### src/rtl/returnstack.sv
// returnstack: hardware return-address stack for the CPU sequencer.
// A call pushes the return address; a return pops it and the sequencer
// samples 'top' in the same cycle it asserts 'pop'.
//
// Ports:
//   clk        system clock, rising edge
//   reset      asynchronous, active-high reset
//   push       store push_addr on this edge (call)
//   pop        remove the top entry on this edge (return)
//   push_addr  return address to store
//   clear_err  clears the sticky overflow/underflow flags
//   top        current top-of-stack address, 0 when empty
//   count      number of valid entries, 0..depth
//   empty      count == 0
//   full       count == depth
//   overflow   sticky: push made while full
//   underflow  sticky: pop made while empty
//
// Build option: RETURNSTACK_WRAP_EN -- when defined, a push while full
// overwrites the oldest entry; otherwise the push is dropped.
module returnstack #(
  parameter int addr_width = 9,
  parameter int depth      = 8
) (
  input  logic                        clk,
  input  logic                        reset,
  input  logic                        push,
  input  logic                        pop,
  input  logic [addr_width-1:0]       push_addr,
  input  logic                        clear_err,
  output logic [addr_width-1:0]       top,
  output logic [$clog2(depth):0]      count,
  output logic                        empty,
  output logic                        full,
  output logic                        overflow,
  output logic                        underflow
);

  localparam int spw = $clog2(depth);
  localparam int cw  = spw + 1;
  localparam logic [cw-1:0] full_cnt = cw'(depth);

  logic [addr_width-1:0] mem [depth];
  logic [spw-1:0]        sp, sp_nxt, wr_idx;
  logic [cw-1:0]         cnt, cnt_nxt;
  logic                  wr_en, ovf_evt, unf_evt;

  assign empty = (cnt == '0);
  assign full  = (cnt == full_cnt);
  assign count = cnt;
  // Registered state only; no path from push/pop/push_addr.
  assign top   = empty ? '0 : mem[sp - 1'b1];

  always_comb begin
    sp_nxt  = sp;
    cnt_nxt = cnt;
    wr_en   = 1'b0;
    wr_idx  = sp;
    ovf_evt = 1'b0;
    unf_evt = 1'b0;
    if (push && pop && !empty) begin
      // Tail call: replace the top entry in place.
      wr_en  = 1'b1;
      wr_idx = sp - 1'b1;
    end else if (push) begin
      // Covers push-only and push+pop on an empty stack.
      if (!full) begin
        wr_en   = 1'b1;
        sp_nxt  = sp + 1'b1;
        cnt_nxt = cnt + 1'b1;
      end else begin
        ovf_evt = 1'b1;
`ifdef RETURNSTACK_WRAP_EN
        // Oldest entry sits at sp when full; overwrite it and advance.
        wr_en  = 1'b1;
        sp_nxt = sp + 1'b1;
`endif
      end
    end else if (pop) begin
      if (!empty) begin
        sp_nxt  = sp - 1'b1;
        cnt_nxt = cnt - 1'b1;
      end else begin
        unf_evt = 1'b1;
      end
    end
  end

  always_ff @(posedge clk or posedge reset) begin
    if (reset) begin
      sp        <= '0;
      cnt       <= '0;
      overflow  <= 1'b0;
      underflow <= 1'b0;
    end else begin
      sp  <= sp_nxt;
      cnt <= cnt_nxt;
      if (ovf_evt)        overflow <= 1'b1;
      else if (clear_err) overflow <= 1'b0;
      if (unf_evt)        underflow <= 1'b1;
      else if (clear_err) underflow <= 1'b0;
    end
  end

  // Storage is not reset; 'top' is masked while empty.
  always_ff @(posedge clk) begin
    if (wr_en) mem[wr_idx] <= push_addr;
  end

endmodule

### config.mk
export PLATFORM = sky130hd
export DESIGN_NAME = returnstack
export DESIGN_NICKNAME = d
export VERILOG_FILES = /design/src/rtl/returnstack.sv
export SDC_FILE = /design/constraint.sdc
export NUM_CORES = 1
export LEC_CHECK = 0
export ABC_AREA = 1
export CELL_PAD_IN_SITES_DETAIL_PLACEMENT = 0
export CELL_PAD_IN_SITES_GLOBAL_PLACEMENT = 2
export CORE_ASPECT_RATIO = 0.9
export CORE_MARGIN = 2
export CORE_UTILIZATION = 37
export DETAILED_ROUTE_END_ITERATION = 8
export PLACE_DENSITY_LB_ADDON = 0.1
export SYNTH_ARGS = -nofsm -noshare
export SYNTH_HDL_FRONTEND = slang
export SYNTH_SLANG_ARGS = --single-unit
### constraint.sdc
create_clock -name clk -period 2.7 [get_ports clk]
set_input_delay 0.54 -clock clk [delete_from_list [all_inputs] [get_ports clk]]
set_output_delay 0.54 -clock clk [all_outputs]
set_load 0.01 [all_outputs]
==> results of run 1 <==
sequential cells by signal, summed over array words and instances, names as in the netlist:
signal / flops
underflow: 1
count: 4
sp: 3
mem: 72
overflow: 1
path summary, 6_finish.rpt:
check	startpoint	to	slack, ps	cells after the start
worst min register to register	overflow$_DFFE_PP0P_	overflow$_DFFE_PP0P_	530	2
worst max register to register	count[1]$_DFFE_PP0P_	mem[0][6]$_DFFE_PP_	650	7
worst max-delay path	sp[0]$_DFFE_PP0P_	top[2]	250	8
min in group clk	overflow$_DFFE_PP0P_	overflow$_DFFE_PP0P_	530	2
worst min-delay path	reset	underflow$_DFFE_PP0P_	490	2
max in group asynchronous	reset	sp[0]$_DFFE_PP0P_	1930	2
power by group:
group	switching, mW	internal [mW]
sequential	0.107	1.63
combinational	1.73	1.15
clock	0.464	0.714
total	2.30	3.49
metal layers:
metal	global-route usage, %	vias to the layer above
met3	4.05	13
met2	26.3	47
li1	-	1387
met1	24.7	1240
met5	0	-
met4	5.38	0
cell families after synthesis:
family / after synthesis / synth area share (%)
compound gates: 11 / 1.45
xor+xnor: 2 / 0.461
fa+ha+maj: 5 / 1.85
buf+inv: 48 / 5.60
flops: 81 / 62.9
simple gates: 255 / 27.8
per-stage QoR:
step | instance area [um2] | setup slack [ps]
2_1_floorplan | 3800 | 568
3_3_place_gp | 4330 | 128
3_5_place_dp | 4330 | 127
4_1_cts | 4670 | 0.0857
5_1_grt | 4680 | 50.1
6_report | 4680 | 248
worst max-delay path, stage by stage (launching register included):
cell           delay [ps]
dfrtp_1               370
inv_2                  80
ha_4                  310
buf_12                160
nand3_1               120
nand3_1               100
nand2_1                50
nor2_1                110
dlygate4sd2_1         280
area by class of cell:
| cell class | count | share of cell area [%] |
|---|---|---|
| Sequential cell | 81 | 51.0 |
| Multi-Input combinational cell | 273 | 26.0 |
| Timing Repair Buffer | 52 | 10.7 |
| Clock buffer | 11 | 4.98 |
| Tap cell | 129 | 3.45 |
| Inverter | 33 | 2.68 |
| Clock inverter | 4 | 1.15 |
cell usage in the layout, fill, tap and decap left out, types with 2 or more instances in the layout:
| master | n |
|---|---|
| a21oi_1 | 9 |
| buf_12 | 2 |
| buf_4 | 18 |
| buf_6 | 2 |
| clkbuf_1 | 2 |
| clkbuf_16 | 9 |
| clkdlybuf4s50_1 | 21 |
| clkinvlp_4 | 2 |
| dfrtp_1 | 9 |
| dlygate4sd2_1 | 5 |
| dlymetal6s2s_1 | 4 |
| edfxtp_1 | 72 |
| ha_1 | 3 |
| inv_1 | 30 |
| inv_2 | 2 |
| nand2_1 | 175 |
| nand2_2 | 6 |
| nand2_4 | 3 |
| nand3_1 | 37 |
| nor2_1 | 29 |
| o21ai_0 | 2 |
| or2_2 | 2 |
what timing repair did:
action                     4_1_cts  5_1_grt
buffers inserted                 1        0
setup endpoints to repair        9        4
pin swaps                        0        0
gates resized for setup         18        4
==> metrics.cfg, run 1 <==
[flow_run]
max_cap_viol_count=0

[floorplanning]
num_rows=35
fp.dieW_um=111
die-height_um=100
start_util_pct=37.5
fp.dieArea_um2=11100
pin_count=31
coreArea_um2=10100

[global_routing]
grt_pass1_vias=2654
grt-ovfl-total=0
grt_start_max_net_pins=41
grt_antenna_before_repair=0
grt_usage_pct=17.2
grt_first_pass_wirelength_um=14500

[synth]
synth.top_cells.by_count=nand2_1 (175), edfxtp_1 (72), nand3_1 (37)
seq_area_frac_synth_pct=62.9
synth_edf_count=72
syn_inst=402
synth_largest_area_cell=edfxtp_1
synth_fp_nets=421
ys_warn_count=0
syn_area_per_cell_um2=9.45
yosys.cell_types.count=24
synth_top_area_share_pct=56.9
netlist_area_um2=3800
async_reset_ff_share_pct=11.1
ys_top_cells_by_area=edfxtp_1 (57%), nand2_1 (17%), dfrtp_1 (5.9%), nand3_1 (4.9%), inv_1 (3.1%)
ys_ff_latch=81
yosysMostFrequentCell=nand2_1
synth_ff_type=edfxtp_1

[setup_path]
crit_required_ps=2160
critical_path_class=reg -> out
start_kind=register
crit_path_max_fanout=18
cp.arrival_ps=1910
endpoint_kind=primary output

[power_and_ir_drop]
p_leak_nw=2.08
ir_worst_vdd_mv=0.998
power_per_cell_area_nw_per_um2=1240
power_mw=5.79

[clock_tree]
clock_sinks=81
path_clk_slew_ps=60
cts-root-buf=clkbuf_16
ctsHoldBuffers=0
htreeDepth=3
max-clock-path-buffers=2
cts_tree=built
numCtsBuffers=9
worst_skew_pair.late_latency_ps=330

[timing]
worstMarginPinSlew_ps=397
finalClockSkew_ps=3.30
setup_tns_ps=0
maxSlewViolCount=0
setup_viol=0
min_period_ps=2450
max_freq_mhz=408
holdWs_ps=493
rsz0062_at_grt=false
fin_crit_sh_pct=90.8
hold_viol=0
relSlewSlack_pct=73.5

[routing]
dr_wl_met2_um=3910
ant_nets=0
met3_length_um=346
wl_um=8770
dr.max_layer_used=met4
drc=0
wl_met1_um=4370
drt_iter0_markers=134
drt_pass1_iterations=4
via_per_inst=4.61
vias=2687
wl_per_cell_um=15.0

[worst_hold_path]
holdCritPathClass=in -> async

[final_layout]
nNetsFinal=469
final_cells=583
regArea_um2=2390
utilization_pct=46.2
fillers=979
drive_above_1_share_pct=11.5
multi_input_area_um2=1210
area_growth_pct=23.2
n_antenna_cell=0

[placement]
portBuffers=30
post-place-cells=567
post-dp-hpwl_um=5880
gp_congestion=0.749

[run_status]
outcome=finished clean

Power figures use the tool's default switching activity.
==> run 2, diff against run 1 <==
CORE_ASPECT_RATIO = 1.5   (was 0.9)
SKIP_CTS_REPAIR_TIMING = 1   (was unset)
==> run 2 against run 1 <==
Power decreased by 1.8%; core utilization decreased by 0.31 points; worst hold slack got worse by 1.1 ps; global-route usage increased by 1.2 points; via count increased by 1.5%; worst setup slack improved by 72 ps; critical endpoint is now top[0].
==> metrics.cfg, run 2 (synthesized netlist as in run 1, its figures left out) <==
[setup_path]
ff2ff_path_depth=7
crit_slowest_cell=dfrtp_1
start_kind=register
crit_buf_inv=3
cpLargestDelayFamily=simple AND/OR/NAND/NOR gates
cp.arrival_ps=1840
crit_required_ps=2160
startpoint=sp[0]$_DFFE_PP0P_
crit_path_max_fanout=9
endpoint_kind=primary output
critical_path_class=reg -> out
path_depth=8
crit_path_frequent_cell=nand3_1
cp_cell_sequence=inv_2 -> ha_4 -> buf_4 -> nand3_1 -> nand3_1 -> nand2_1 -> nor2_1 -> dlymetal6s2s_1
rr_startpoint=count[0]$_DFFE_PP0P_
worst_path_largest_cell_delay_ps=370

[final_layout]
n_antenna_cell=0
nNetsFinal=468
final_common_cell=nand2_1
largest_reg_flops=72
drive_above_1_share_pct=11.2
top_register=mem
final_cell_area_um2=4630
final_cells=571
layout.cells.most_common_list=nand2_1 (175), edfxtp_1 (72), nand3_1 (37)
area_growth_pct=21.9
fillers=997

[routing]
wl_per_cell_um=16.6
ant_nets=0
drt_pass1_iterations=5
drc=0
vias=2727
drt_iter0_markers=125
via_per_inst=4.78
wl_um=9490

[power_and_ir_drop]
p_leak_nw=2.10
power_mw=5.69
power_per_cell_area_nw_per_um2=1230
ir_worst_vdd_mv=0.562

[timing]
worstMarginPinSlew_ps=411
finalClockSkew_ps=8.45
max_freq_mhz=420
setup_tns_ps=0
fin_crit_sh_pct=88.1
min_period_ps=2380
relSlewSlack_pct=72.6
setup_viol=0
maxSlewViolCount=0
hold_viol=0
rsz0062_at_grt=false

[clock_tree]
numCtsBuffers=9
worst_skew_pair.late_latency_ps=330
max-clock-path-buffers=2
cts_tree=built
path_clk_slew_ps=60
htreeDepth=3
clock_sinks=81
cts-root-buf=clkbuf_16

[placement]
post-dp-hpwl_um=6700
portBuffers=30
place_area_um2=4330
post-place-cells=555
gp_congestion=0.772

[floorplanning]
fp.dieArea_um2=11100
num_rows=45
fp.dieW_um=86.7
pin_count=31
coreArea_um2=10100
start_util_pct=37.7
die-height_um=128

[global_routing]
grt_start_max_net_pins=41
grt_pass1_vias=2741
grt-ovfl-total=0
grt_antenna_before_repair=0
grt_usage_pct=18.4
grt_first_pass_wirelength_um=14800

[flow_run]
max_cap_viol_count=0

[run_status]
outcome=finished clean

[worst_hold_path]
holdCritPathClass=in -> async

run 2: cell types whose count changed in the layout (fill, tap and decap cells not counted), sizes merged:
cell / previous run / this run
buf: 22 / 21
bufinv: 1 / 0
clkbuf: 11 / 10
clkinv: 1 / 6
clkinvlp: 2 / 1
dlygate4sd2: 5 / 0
dlymetal6s2s: 4 / 9
inv: 33 / 32
run 2: layer usage:
| metal | vias up | GRT usage [%] | routed length (um) |
|---|---|---|---|
| met5 | - | 0 | 0 |
| met4 | 0 | 6.71 | 138 |
| met3 | 9 | 3.54 | 244 |
| met2 | 36 | 33.7 | 5190 |
| met1 | 1292 | 20.9 | 3930 |
| li1 | 1390 | - | - |
run 2: cell type report:
cell class	count	area, um2	area share [%]
clock inverter	6	35.0	0.757
multi-input combinational	273	1210	26.1
inverter	33	124	2.68
tap	117	146	3.16
sequential	81	2390	51.6
clock buffer	10	229	4.95
timing repair buffer	51	497	10.7
run 2: per-stage QoR:
step | worst slack (ps) | utilization [%] | hold slack (ps)
2_1_floorplan | 568 | - | 368
3_3_place_gp | -77.7 | 42.9 | 522
3_5_place_dp | -30.3 | 42.9 | 528
4_1_cts | -189 | 45.5 | 497
5_1_grt | 202 | 45.9 | 520
6_report | 320 | 45.9 | 492
run 2: where the power goes:
part | internal (mW) | switching, mW | total (mW)
logic | 1.12 | 1.74 | 2.86
registers | 1.63 | 0.117 | 1.75
clock network | 0.615 | 0.463 | 1.08
run 2: worst register-to-register path, stage by stage (launching register included):
cell     delay, ps
dfrtp_1        490
nor2_4          90
nand2_4        190
nand2_4        180
nand2_1        130
nand3_1        160
nor2_1         330
buf_4          230
run 2: worst paths after layout:
path | endpoint | slack, ps
setup / recovery | top[0] | 320
hold / removal | count[3]$_DFFE_PP0P_ | 490
setup reg to reg | mem[1][4]$_DFFE_PP_ | 610
hold reg to reg | underflow$_DFFE_PP0P_ | 530
max in group asynchronous | sp[1]$_DFFE_PP0P_ | 1910
min in group clk | underflow$_DFFE_PP0P_ | 530
==> run 3, diff against run 2 <==
CAP_MARGIN = 10   (was unset)
SLEW_MARGIN = 20   (was unset)
==> results of run 3 <==
Final layout, timing and power as in run 2 (identical DEF).
